<file path="src/rtl/mc_ctrl_fsm.sv">
// Multi-cycle control sequencer for the MIPS-subset datapath.
// Walks FETCH/DECODE/EXEC/MEM/WB, handshakes with the shared memory port,
// drives datapath enables/muxes, counts retired instructions and traps
// illegal opcodes into an absorbing HALT state.
module mc_ctrl_fsm #(
  parameter int         CNT_W      = 32,
  parameter logic [1:0] RST_PC_SEL = 2'd0
) (
  input  logic             clk_i,
  input  logic             rst_i,
  input  logic [5:0]       opcode_i,
  input  logic [5:0]       funct_i,
  input  logic             zero_i,
  output logic             mem_req_o,
  output logic             mem_we_o,
  output logic             mem_sel_o,
  input  logic             mem_ack_i,
  output logic             ir_write_o,
  output logic             pc_write_o,
  output logic [1:0]       pc_src_o,
  output logic [1:0]       ext_mode_o,
  output logic [1:0]       alu_src_b_o,
  output logic [1:0]       alu_op_o,
  output logic             reg_dst_o,
  output logic             mem_to_reg_o,
  output logic             reg_write_o,
  output logic             illegal_o,
  output logic [2:0]       state_o,
  output logic [CNT_W-1:0] instr_cnt_o
);

  typedef enum logic [2:0] {
    S_FETCH  = 3'd0,
    S_DECODE = 3'd1,
    S_EXEC   = 3'd2,
    S_MEM    = 3'd3,
    S_WB     = 3'd4,
    S_HALT   = 3'd5
  } state_t;

  localparam logic [5:0] OP_R    = 6'h00;
  localparam logic [5:0] OP_J    = 6'h02;
  localparam logic [5:0] OP_BEQ  = 6'h04;
  localparam logic [5:0] OP_BNE  = 6'h05;
  localparam logic [5:0] OP_ADDI = 6'h08;
  localparam logic [5:0] OP_SLTI = 6'h0A;
  localparam logic [5:0] OP_ANDI = 6'h0C;
  localparam logic [5:0] OP_ORI  = 6'h0D;
  localparam logic [5:0] OP_LUI  = 6'h0F;
  localparam logic [5:0] OP_LW   = 6'h23;
  localparam logic [5:0] OP_SW   = 6'h2B;

  state_t           state, nxt;
  logic [5:0]       op_q, fn_q;
  logic [5:0]       op;
  logic             illegal_q, set_illegal, retire;
  logic [CNT_W-1:0] cnt_q;

  // funct is decoded by the ALU control; the latched copy is kept for debug.
  logic unused_funct;
  assign unused_funct = ^fn_q;

  // In DECODE the IR output is live; afterwards use the latched copy so the
  // IR bus may change without disturbing the sequence.
  assign op = (state == S_DECODE) ? opcode_i : op_q;

  logic is_r, is_j, is_beq, is_bne, is_lw, is_sw, is_addi, is_ilog, legal;
  assign is_r    = (op == OP_R);
  assign is_j    = (op == OP_J);
  assign is_beq  = (op == OP_BEQ);
  assign is_bne  = (op == OP_BNE);
  assign is_lw   = (op == OP_LW);
  assign is_sw   = (op == OP_SW);
  assign is_addi = (op == OP_ADDI);
  assign is_ilog = (op == OP_SLTI) || (op == OP_ANDI) || (op == OP_ORI) || (op == OP_LUI);
  assign legal   = is_r || is_j || is_beq || is_bne || is_lw || is_sw || is_addi || is_ilog;

  // State, latched opcode/funct, sticky illegal flag and retire counter.
  always_ff @(posedge clk_i or negedge rst_i) begin
    if (!rst_i) begin
      state     <= S_FETCH;
      op_q      <= '0;
      fn_q      <= '0;
      illegal_q <= 1'b0;
      cnt_q     <= '0;
    end else begin
      state <= nxt;
      if (state == S_DECODE) begin
        op_q <= opcode_i;
        fn_q <= funct_i;
      end
      if (set_illegal) illegal_q <= 1'b1;
      if (retire)      cnt_q     <= cnt_q + CNT_W'(1);
    end
  end

  // Next-state and per-state datapath controls; reset forces quiet outputs.
  always_comb begin
    nxt          = state;
    retire       = 1'b0;
    set_illegal  = 1'b0;
    mem_req_o    = 1'b0;
    mem_we_o     = 1'b0;
    mem_sel_o    = 1'b0;
    ir_write_o   = 1'b0;
    pc_write_o   = 1'b0;
    pc_src_o     = 2'd0;
    ext_mode_o   = 2'd0;
    alu_src_b_o  = 2'd0;
    alu_op_o     = 2'd0;
    reg_dst_o    = 1'b0;
    mem_to_reg_o = 1'b0;
    reg_write_o  = 1'b0;

    if (state inside {S_DECODE, S_EXEC, S_MEM, S_WB}) begin
      if (op == OP_ANDI || op == OP_ORI) ext_mode_o = 2'd1;
      else if (op == OP_LUI)             ext_mode_o = 2'd2;
    end

    case (state)
      S_FETCH: begin
        mem_req_o   = 1'b1;
        alu_src_b_o = 2'd1;
        if (mem_ack_i) begin
          ir_write_o = 1'b1;
          pc_write_o = 1'b1;
          nxt        = S_DECODE;
        end
      end
      S_DECODE: begin
        alu_src_b_o = 2'd3;
        if (is_j) begin
          pc_write_o = 1'b1;
          pc_src_o   = 2'd2;
          retire     = 1'b1;
          nxt        = S_FETCH;
        end else if (!legal) begin
          set_illegal = 1'b1;
          nxt         = S_HALT;
        end else begin
          nxt = S_EXEC;
        end
      end
      S_EXEC: begin
        nxt = S_WB;
        if (is_r) begin
          alu_op_o = 2'd2;
        end else if (is_beq || is_bne) begin
          alu_op_o   = 2'd1;
          pc_src_o   = 2'd1;
          pc_write_o = (is_beq & zero_i) | (is_bne & ~zero_i);
          retire     = 1'b1;
          nxt        = S_FETCH;
        end else if (is_ilog) begin
          alu_src_b_o = 2'd2;
          alu_op_o    = 2'd3;
        end else begin
          alu_src_b_o = 2'd2;
          if (is_lw || is_sw) nxt = S_MEM;
        end
      end
      S_MEM: begin
        mem_req_o = 1'b1;
        mem_sel_o = 1'b1;
        mem_we_o  = is_sw;
        if (mem_ack_i) begin
          if (is_sw) begin
            retire = 1'b1;
            nxt    = S_FETCH;
          end else begin
            nxt = S_WB;
          end
        end
      end
      S_WB: begin
        reg_write_o  = 1'b1;
        reg_dst_o    = is_r;
        mem_to_reg_o = is_lw;
        retire       = 1'b1;
        nxt          = S_FETCH;
      end
      default: nxt = S_HALT;
    endcase

    // Reset drops every strobe immediately, even mid-transaction.
    if (!rst_i) begin
      retire       = 1'b0;
      set_illegal  = 1'b0;
      mem_req_o    = 1'b0;
      mem_we_o     = 1'b0;
      mem_sel_o    = 1'b0;
      ir_write_o   = 1'b0;
      pc_write_o   = 1'b0;
      pc_src_o     = RST_PC_SEL;
      ext_mode_o   = 2'd0;
      alu_src_b_o  = 2'd0;
      alu_op_o     = 2'd0;
      reg_dst_o    = 1'b0;
      mem_to_reg_o = 1'b0;
      reg_write_o  = 1'b0;
    end
  end

  assign illegal_o   = illegal_q;
  assign state_o     = state;
  assign instr_cnt_o = cnt_q;

endmodule

</file>
<file path="config.mk">
export PLATFORM = sky130hd
export DESIGN_NAME = mc_ctrl_fsm
export DESIGN_NICKNAME = d
export VERILOG_FILES = /design/src/rtl/mc_ctrl_fsm.sv
export SDC_FILE = /design/constraint.sdc
export NUM_CORES = 1
export LEC_CHECK = 0
export CAP_MARGIN = 20
export CORE_MARGIN = 2
export CORE_UTILIZATION = 48
export DETAILED_ROUTE_END_ITERATION = 7
export PLACE_DENSITY = 0.76
export SYNTH_ARGS = -nofsm -noshare
export SYNTH_HDL_FRONTEND = slang
export SYNTH_SLANG_ARGS = --single-unit
</file>
<file path="constraint.sdc">
create_clock -name clk_i -period 2.64 [get_ports clk_i]
set_input_delay 0.264 -clock clk_i [delete_from_list [all_inputs] [get_ports clk_i]]
set_output_delay 0.264 -clock clk_i [all_outputs]
set_load 0.02 [all_outputs]
</file>
* Word-level counts from Yosys, hierarchy flattened *
Index checks and enable logic that the tools add are counted.

operators by class
  add/sub/neg operators = 1
  eq/ne operators = 16
  muxes and demuxes = 59
  bitwise logic cells = 4
  reduce and logical (&&, ||, !) cells = 18

operator list
  kind                   number
  $add 32x1->32 const B  1
  $eq 6x4->1 const B     5
  $mux 1                 30
  $mux 2                 14
  $mux 3                 9
  $pmux 3 s5             1
  $logic_or 1x1->1       13
  $eq 6x3->1 const B     2
  $eq 6x6->1 const B     2
  $eq 3x2->1 const B     2
  $eq 6x2->1 const B     1
  $logic_not 6->1        1
  $mux 6                 1
  $pmux 2 s3             1
  $ne 2x2->1 const B     2
  $pmux 1 s4             1
  $pmux 2 s2             1
  $reduce_bool 4->1      1
  $eq 3x1->1 const B     1
  $eq 3x3->1 const B     1
  $logic_not 3->1        1
  $pmux 1 s3             1
  $and 1x1->1            2
  $reduce_and 2->1       1
  3 further kinds        3

word-level totals
  bits in registers = 42
  output and inout port bits = 52
  logic and storage cells = 102

* Depth between registers and ports, before layout *
Gate-level depths: netlist of run 1.

  depth after elaboration = 14
  gate-level depth with buffers = 9
  mapped depth without buffers = 7

* Least setup slack after synthesis of run 1 *
No wires, ideal clock.

  path type = register to output
  start = reg state[0], in the netlist state_o[0]
  end = out alu_op_o[0]
  arrival time = 2186 ps
  required time = 2376 ps
  setup slack = 190 ps
  cell stages (with the launch flop) = 8
  path buffers = 2
  cells stage by stage = dfrtp_1 > buf_2 > nor3b_2 > clkbuf_1 > a21boi_0 > a21oi_1 > a31oi_1 > nor3_1

between the ends
  cells in the longest elaborated chain, start to end = 11
  elaborated cells on any way between the ends = 19

ends and longest elaborated chain
  item                            RTL line  text
  start, declared                 53        state_t state, nxt;
  start signal, assigned          87        state <= nxt;
  $eq 3x1->1                      65        assign op = (state == S_DECODE) ? opcode_i : op_q;
  $mux 6                          n/a
  $eq 6x4->1                      75        assign is_ilog = (op == OP_SLTI) || (op == OP_ANDI) || (op == OP_ORI) || (op == OP_LUI);
  $logic_or 1x1->1 (3 in series)  75
  $mux 2                          154       end else if (is_ilog) begin
  $mux 2                          148       end else if (is_beq || is_bne) begin
  $mux 2                          146       if (is_r) begin
  $mux 2 *                        120       case (state)
  $mux 2 *                        186       if (!rst_i) begin
  end, declared                   23        output logic [1:0] alu_op_o,

Mark *: on every way between the ends. The rest lies on a longest branch, timed or not.

* Final worst setup path of run 1 *
  start = reg state[1], in the netlist state_o[1]
  end = out mem_to_reg_o

between the ends
  cells in the longest elaborated chain, start to end = 5
  elaborated cells on any way between the ends = 6

ends and longest elaborated chain
  item           RTL line  text
  $eq 3x1->1     65
  $mux 6         n/a
  $eq 6x6->1     72        assign is_lw = (op == OP_LW);
  $mux 1 *       120
  $mux 1 *       186
  end, declared  25        output logic mem_to_reg_o,

Marks and branches as above.

==> results.cfg, run 1 <==
[clock_tree]
clk_pin_slew_worst_paths_ns = 0.09
cts-buffers-inserted = 5
tritoncts_num_sinks = 42
tritoncts_clock_tree = built
cts-htree-levels = 2
postCtsSetupRepairBufs = 0
clock-root-buffer = clkbuf_8
insertion_delay_of_the_later_clocked_pin_in_the_worst_skew_pair_ns = 0.29
clock_tree.buffer_depth = 2

[power]
power.share.combinational_pct = 5.5
p_clk_share_pct = 37.6
power_density_mw_per_mm2 = 332
vdd.ir_drop.worst_mv = 0.293
share_seq_of_total_power_pct = 56.9
net-switching-power_mw = 0.272
power.leakage_nw = 1.48
p_int_mw = 0.862
p_sw_share_pct = 24.0

[synth]
postSynthRegisterBits = 42
synth.net_count = 280
number_of_enable_flip_flop_cells_after_synthesis = 0
synth_compound_gate_area_share_pct = 9.61
asyncSetResetFlopFracSynth_pct = 100
syn_inst = 263
post_synth_fa_ha_maj_area_fraction_pct = 0.511
post_synth_main_area_contributors = dfrtp_1 (43%), xnor2_1 (9.3%), nand3_1 (5.1%)
synth_area_leader_cell = dfrtp_1
synth_cell_type_count = 52
avgSynthCellArea_um2 = 9.31
netlist_area_mm2 = 0.00245
synth-xor-area-share_pct = 11.5
yosysWarningCount = 0
synth_sequential_area_ratio_pct = 42.9
yosysTopAreaCellShare_pct = 42.9
synth_mux_area_share_pct = 1.33
yosys.area_share.simple_pct = 31.0
largest_family_of_logic_cells_by_synthesized_area = simple AND/OR/NAND/NOR gates
postSynth.topFlopCell = dfrtp_1

[setup_path]
reg2reg_depth = 7
regToRegSetupSlack_ns = 0.35
r2r_start = state_o[1]$_DFFE_PN0P_
critPathMaxStageDelay_ns = 0.47
worst_ep_required_time_ns = 2.38
worst-path-buf-inv = 3
worst_r2r_endpoint = instr_cnt_o[10]$_DFFE_PN0P_
path_delay_family = simple AND/OR/NAND/NOR gates
crit_path_top_delay_cell = or3b_4
worstPathArrival_ns = 2.30
crit_path_max_fo = 9
worst_setup_path_end_kind = primary output
timing_worst_setup_path_type = flip-flop to primary output
cp_startpoint_kind = flip-flop
crit_path_cell_trace = or3b_4 -> buf_4 -> nor3_1 -> a21oi_1 -> buf_4 -> nor3_1 -> dlygate4sd2_1

[floorplanning]
pin_count = 68
die_height_um = 75.4
floorplan.core_area_mm2 = 0.00482
starting_utilization_of_the_core_area_pct = 50.8
total_die_area_mm2 = 0.00569
die_width_um = 75.4
rows = 25

[detailed_routing]
routed_via_density = 5.46
route.final.wire_length_um = 6280
dr_total_vias = 2287
drcViolationCount = 0
drt_pre_antenna_iters = 4
drt-initial-drc-count = 196
route.antenna.remaining_nets = 0
wl_per_cell_um = 15.0

[cells_and_area]
post_route_cells_drive_above_1_share_pct = 16.8
finish.net_count = 368
fin_util_pct = 70.8
mostFrequentLayoutCell = clkdlybuf4s50_1
area_delta_synth_final_pct = 39.3
layout_common_cells = clkdlybuf4s50_1 (51), dfrtp_1 (42), nand2_1 (33), buf_4 (28)
antenna_diode_count = 0

[timing]
tightest_slew_ns = 0.582
period_minus_slack_ns = 2.57
finClkSkew_ns = 0.00730
worst_slew_margin_rel_pct = 60.9
drv_slew = 0
period_share_pct = 97.2
final-hold-violation-count = 0
final.setup.worst_slack_ns = 0.0726
final_count_of_negative_setup_slack_endpoints = 0
max_freq_mhz = 390

[outcome]
result_of_the_run = finished, final reports clean

[global_routing]
grt_max_degree = 35
total_routing_usage_reported_by_global_routing_pct = 23.3
first_global_vias = 2100
number_of_antenna_violations_at_the_first_check_in_global_routing = 0
grt_pass1_wl_um = 10100
overflow = 0

[min_path]
tightest_hold_check_type = primary input to async pin

[place]
dp_hpwl_um = 4730
placement.setup.worst_slack_ns = -0.182
portBuffers = 61
place_congestion = 0.947

[flow_run]
timing.max_cap.violations = 0
[what timing repair did]
item | in CTS | in global routing
resized for setup | 12 | 9
endpoints found under the setup margin | 10 | 4
endpoints found under the hold margin | 10 | 0
hold buffers | 1 | 0
pin swaps | 0 | 0
[flip-flops by register name, summed over array words and instances, names as in the netlist]
| register | count |
|---|---|
| illegal_o | 1 |
| instr_cnt_o | 32 |
| state_o | 3 |
| op_q | 6 |
[power by group through the flow]
stage / clock, mW / sequential [mW] / combinational [mW]
finish: 0.426 / 0.645 / 0.0623
global route: 0.471 / 0.645 / 0.0691
CTS: 0.437 / 0.645 / 0.0627
detailed placement: 0 / 0.657 / 0.0607
global placement: 0 / 0.657 / 0.0602
floorplan: 0 / 0.658 / 0.0109
[Yosys cell counts, types with 2 or more instances]
library cell,n
nand2_1,33
xor2_1,6
buf_2,2
buf_6,2
nor3_1,9
xnor2_1,26
nand4_1,5
nor2b_1,2
nand3_1,25
nand3b_1,4
mux2_2,2
a31o_2,2
nor2_1,26
a211oi_1,2
and3_1,11
and4_1,2
o21ai_0,4
inv_1,6
o21a_1,2
clkbuf_1,3
a21boi_0,2
a21oi_1,7
nor4_1,2
nand2b_1,6
nor4_4,2
dfrtp_1,42
a31oi_1,3
[how the worst max path moves through the flow]
| stage | from | end | slack, ns | depth (start not counted) |
|---|---|---|---|---|
| CTS | state_o[1]$_DFFE_PN0P_ | alu_op_o[0] | -0.18 | 9 |
| floorplan | state_o[0]$_DFFE_PN0P_ | alu_op_o[0] | 0.19 | 7 |
| finish | state_o[1]$_DFFE_PN0P_ | mem_to_reg_o | 0.07 | 7 |
| global route | state_o[1]$_DFFE_PN0P_ | mem_to_reg_o | -0.02 | 7 |
| global placement | opcode_i[2] | pc_write_o | -0.18 | 8 |
| detailed placement | opcode_i[2] | pc_write_o | -0.18 | 8 |
[layer usage]
| layer | part of all wire (%) | vias to the layer above | GRT usage [%] |
|---|---|---|---|
| met5 | 0 | - | 0 |
| met3 | 5.5 | 2 | 3.57 |
| met1 | 49 | 1099 | 35.1 |
| met4 | 0.40 | 0 | 4.87 |
| met2 | 45 | 80 | 35.7 |
| li1 | - | 1106 | - |
[layout make-up]
| type | instances | area (um^2) |
|---|---|---|
| inverters | 6 | 22.5 |
| clock buffers | 5 | 68.8 |
| flip-flops and latches | 42 | 1050 |
| multi-input cells | 206 | 1350 |
| fillers | 398 | 1410 |
| well taps | 67 | 83.8 |
| repair buffers | 90 | 811 |
| clock inverters | 3 | 25.0 |
[metrics by stage]
step | cell area [um^2] | hold WS, ns | power, mW | std cells | setup TNS, ns
floorplan | 2450 | -0.0316 | 0.669 | 263 | 0
global placement | 3290 | 0.258 | 0.718 | 410 | -0.205
detailed placement | 3290 | 0.257 | 0.718 | 410 | -0.182
CTS | 3400 | 0.189 | 1.14 | 419 | -0.192
global route | 3410 | 0.204 | 1.19 | 419 | -0.0200
finish | 3410 | 0.181 | 1.13 | 419 | 0
[worst register-to-register path, stage by stage (launching register included)]
cell       delay [ns]
dfrtp_1          0.38
or3b_4           0.47
buf_4            0.17
nor4_4           0.31
or2_1            0.20
o2bb2ai_2        0.30
nand3_1          0.18
xnor2_1          0.17
[cells by family after synthesis]
| logic type | after synthesis |
|---|---|
| adders and majority gates | 1 |
| xor gates and xnor gates | 32 |
| AOI/OAI and AO/OA | 31 |
| muxes | 3 |
| DFF | 42 |
| buffers and inverters | 15 |
| and+or+nand+nor | 139 |
Power figures use the tool's default switching activity.
==> inputs of run 2 (changes only) <==
Settings changed: PLACE_DENSITY 0.76 to default, PLACE_DENSITY_LB_ADDON from default to 0.3.
==> results.cfg, run 2 (synthesis gave the netlist of run 1 again) <==
[timing]
period_minus_slack_ns = 2.54
finClkSkew_ns = 0.00431
fin_hold_ws_ns = 0.468
tightest_slew_ns = 0.549
final-hold-violation-count = 0
worst_slew_margin_rel_pct = 63.2
period_share_pct = 96.2
rsz0062_at_grt = yes
drv_slew = 0
final_count_of_negative_setup_slack_endpoints = 0
max_freq_mhz = 394

[floorplanning]
starting_utilization_of_the_core_area_pct = 50.8
pin_count = 68
total_die_area_mm2 = 0.00569
die_height_um = 75.4
floorplan.core_area_mm2 = 0.00482
rows = 25
die_width_um = 75.4

[setup_path]
worst_ep_required_time_ns = 2.38
crit_path_max_fo = 16
cp_startpoint_kind = flip-flop
timing_worst_setup_path_type = flip-flop to primary output
worstPathArrival_ns = 2.28
worst_setup_path_end_kind = primary output

[cells_and_area]
mostFrequentLayoutCell = clkdlybuf4s50_1
post_route_cells_drive_above_1_share_pct = 16.0
layout_common_cells = clkdlybuf4s50_1 (50), dfrtp_1 (42), nand2_1 (33)
area_delta_synth_final_pct = 39.1
num-fill-cells = 377
antenna_diode_count = 0
finish.net_count = 367
max_reg_flops = 32
final_cells = 418

[clock_tree]
insertion_delay_of_the_later_clocked_pin_in_the_worst_skew_pair_ns = 0.29
tritoncts_clock_tree = built
cts-buffers-inserted = 5
clock_tree.buffer_depth = 2
clk_pin_slew_worst_paths_ns = 0.08
tritoncts_num_sinks = 42
cts-htree-levels = 2
clock-root-buffer = clkbuf_8

[global_routing]
grt_pass1_wl_um = 10100
total_routing_usage_reported_by_global_routing_pct = 23.3
number_of_antenna_violations_at_the_first_check_in_global_routing = 0
first_global_vias = 2094
overflow = 0
grt_max_degree = 38

[flow_run]
timing.max_cap.violations = 0

[detailed_routing]
wl_per_cell_um = 14.9
drcViolationCount = 0
route.antenna.remaining_nets = 0
routed_via_density = 5.44
drt-initial-drc-count = 121
drt_pre_antenna_iters = 5
route.final.wire_length_um = 6230
dr_total_vias = 2274

[power]
power_density_mw_per_mm2 = 333
vdd.ir_drop.worst_mv = 0.331
power.leakage_nw = 1.48

[place]
place_congestion = 0.964
placed_cells = 408
portBuffers = 61
dp_hpwl_um = 4780

[outcome]
result_of_the_run = finished, final reports clean

[min_path]
tightest_hold_check_type = primary input to async pin
-- run 2: worst paths after layout --
path	startpoint	endpoint	slack, ns	cells after the start
min	rst_i	state_o[1]$_DFFE_PN0P_	0.47	3
max	state_o[1]$_DFFE_PN0P_	alu_op_o[0]	0.10	9
min in group clk_i	illegal_o$_DFFE_PN0P_	illegal_o$_DFFE_PN0P_	0.47	1
min reg2reg	illegal_o$_DFFE_PN0P_	illegal_o$_DFFE_PN0P_	0.47	1
max reg2reg	state_o[2]$_DFFE_PN0P_	instr_cnt_o[26]$_DFFE_PN0P_	0.26	7
max in group asynchronous	rst_i	instr_cnt_o[26]$_DFFE_PN0P_	1.51	4
-- run 2: per-stage QoR --
| stage | power [mW] | TNS [ns] | instance area [um^2] | setup slack (ns) | util [%] |
|---|---|---|---|---|---|
| 6_report | 1.13 | 0 | 3400 | 0.100 | 70.6 |
| 5_1_grt | 1.18 | -0.0221 | 3400 | -0.0163 | 70.6 |
| 4_1_cts | 1.14 | 0 | 3370 | 0.00690 | 70.0 |
| 3_5_place_dp | 0.718 | -0.0778 | 3280 | -0.0778 | 68.0 |
| 3_3_place_gp | 0.716 | -0.0767 | 3280 | -0.0767 | 68.0 |
| 2_1_floorplan | 0.669 | 0 | 2450 | 0.190 | - |
-- run 2: timing repair --
item                                   4_1_cts  5_1_grt
gates resized for setup                      9       13
setup endpoints to repair                    8        9
buffers inserted                             0        1
hold buffers                                 1        0
endpoints found under the hold margin        6        0
-- run 2: area by class of cell --
class | count | area [um^2] | area share, %
multi-input combinational | 206 | 1340 | 39.3
sequential | 42 | 1050 | 30.9
timing repair buffer | 89 | 812 | 23.9
tap | 67 | 83.8 | 2.46
clock buffer | 6 | 82.6 | 2.43
inverter | 6 | 22.5 | 0.662
clock inverter | 2 | 12.5 | 0.368
-- run 2: where the power goes --
part / switching (mW) / internal, mW
combinational: 0.0339 / 0.0273
sequential: 0.000996 / 0.643
clock: 0.218 / 0.210
-- run 2: critical path, stage by stage (launching register included) --
cell and delay [ns]:
dfrtp_1 0.39, buf_6 0.16, nor3b_2 0.18, buf_4 0.18, mux2_2 0.38, nand2b_1 0.08, a21oi_1 0.07, a31oi_1 0.17
nor3_1 0.09, clkdlybuf4s15_1 0.28
-- run 2: metal layers --
metal	track usage (%)	share of wire (%)	vias to the layer above
met4	6.43	0.96	0
met5	0	0	-
met2	38.0	49	80
met1	31.9	44	1088
li1	-	-	1100
met3	4.76	6.8	6
==> inputs of run 3 (changes only) <==
Settings changed: CORE_MARGIN 2 to 1.5.
==> results.cfg, run 3 (synthesis gave the netlist of run 1 again) <==
[global_routing]
number_of_antenna_violations_at_the_first_check_in_global_routing = 0
overflow = 0
grt_max_degree = 32
first_global_vias = 2242
grt_pass1_wl_um = 10200
total_routing_usage_reported_by_global_routing_pct = 24.1

[setup_path]
worstPathArrival_ns = 2.27
worst_ep_required_time_ns = 2.38
cp-startpoint = state_o[0]$_DFFE_PN0P_
crit_path_max_fo = 6
critical_path.most_common_cell = buf_4
crit_path_top_delay_cell = or4_1
crit_path_cell_trace = nor3b_2 -> buf_4 -> buf_4 -> or4_1 -> nand3_2 -> o21a_1 -> nor2_1 -> clkdlybuf4s15_1
timing_worst_setup_path_type = flip-flop to primary output
cp_startpoint_kind = flip-flop
critPathMaxStageDelay_ns = 0.52
path_delay_family = simple AND/OR/NAND/NOR gates
worst-path-buf-inv = 3
worst_setup_path_end_kind = primary output
r2r_start = state_o[2]$_DFFE_PN0P_

[timing]
finClkSkew_ns = 0.0107
worst_slew_margin_rel_pct = 62.1
tightest_slew_ns = 0.566
max_freq_mhz = 395
period_share_pct = 96.0
final_count_of_negative_setup_slack_endpoints = 0
final-hold-violation-count = 0
period_minus_slack_ns = 2.53
drv_slew = 0

[min_path]
tightest_hold_check_type = primary input to async pin

[clock_tree]
tritoncts_num_sinks = 42
tritoncts_clock_tree = built
clock_tree.buffer_depth = 2
clk_pin_slew_worst_paths_ns = 0.08
insertion_delay_of_the_later_clocked_pin_in_the_worst_skew_pair_ns = 0.30
cts-htree-levels = 2
cts-buffers-inserted = 5
clock-root-buffer = clkbuf_8

[floorplanning]
starting_utilization_of_the_core_area_pct = 50.8
total_die_area_mm2 = 0.00554
floorplan.core_area_mm2 = 0.00482
pin_count = 68
die_width_um = 74.4
die_height_um = 74.4
rows = 25

[detailed_routing]
route.final.wire_length_um = 6060
wl_per_cell_um = 14.4
route.antenna.remaining_nets = 0
dr_total_vias = 2293
drt_pre_antenna_iters = 4
drt-initial-drc-count = 207
routed_via_density = 5.43
drcViolationCount = 0

[cells_and_area]
antenna_diode_count = 0
post_route_cells_drive_above_1_share_pct = 17.5
mostFrequentLayoutCell = clkdlybuf4s50_1
layout_common_cells = clkdlybuf4s50_1 (51), dfrtp_1 (42), nand2_1 (33), buf_4 (31)
fin_util_pct = 71.4
finish.net_count = 371
area_delta_synth_final_pct = 40.4
register_area_mm2 = 0.00105
multiInputGateArea_mm2 = 0.00135
final_cells = 422
num-fill-cells = 384
max_reg_flops = 32

[place]
placed_cells = 413
portBuffers = 61
place_congestion = 0.956
dp_hpwl_um = 4690

[power]
finalPower_mw = 1.13
power.leakage_nw = 1.48
power_density_mw_per_mm2 = 329
vdd.ir_drop.worst_mv = 0.371

[outcome]
result_of_the_run = finished, final reports clean

[flow_run]
timing.max_cap.violations = 0
-- run 3: repair_timing --
item / in CTS / in global routing
endpoints found under the setup margin: 9 / 7
gates cloned: 0 / 0
resized for setup: 12 / 13
hold buffers: 1 / 0
hold endpoints to repair: 12 / 0
setup buffers: 0 / 0
-- run 3: metrics by stage --
step	setup TNS (ns)	hold slack (ns)	setup WS (ns)	area [um^2]
2_1_floorplan	0	-0.0316	0.190	2450
3_3_place_gp	-0.0809	0.302	-0.0809	3310
6_report	0	0.0498	0.106	3440
4_1_cts	0	0.0637	0.0330	3420
3_5_place_dp	-0.107	0.296	-0.0801	3310
5_1_grt	-0.0116	0.0870	-0.0111	3440
-- run 3: final cells by class --
| type | count | area share (%) |
|---|---|---|
| Multi-Input combinational cell | 206 | 39.2 |
| Sequential cell | 42 | 30.6 |
| Timing Repair Buffer | 93 | 24.4 |
| Tap cell | 67 | 2.44 |
| Clock buffer | 6 | 2.40 |
| Inverter | 6 | 0.655 |
| Clock inverter | 2 | 0.364 |
-- run 3: final timing paths --
check	end	depth (start not counted)	slack, ns
min	instr_cnt_o[11]$_DFFE_PN0P_	2	0.05
min reg2reg	instr_cnt_o[31]$_DFFE_PN0P_	1	0.47
max	alu_src_b_o[1]	8	0.11
max reg2reg	instr_cnt_o[24]$_DFFE_PN0P_	7	0.30
max in group asynchronous	op_q[5]$_DFF_PN0_	3	1.61
min in group clk_i	illegal_o$_DFFE_PN0P_	3	0.41
-- run 3: metal layers --
layer  track usage, %  routed length, um  part of all wire, %
met1             32.3               2650                   44
met5                0                  0                    0
met4             8.08                 71                  1.2
met2             39.2               2990                   49
met3             5.15                352                  5.8
-- run 3: worst reg2reg max path: stages, from the launching register on --
cell and delay, ns:
dfrtp_1 0.42, or3b_4 0.44, buf_4 0.18, nor4_4 0.33, or2_1 0.20, o2bb2ai_2 0.30
nand4b_2 0.19, xnor2_1 0.16
-- run 3: where the power goes --
group | internal (mW) | switching (mW) | leakage [nW]
logic | 0.0273 | 0.0333 | 0.883
clock network | 0.210 | 0.216 | 0.0472
registers | 0.644 | 0.000851 | 0.555
total | 0.881 | 0.250 | 1.48
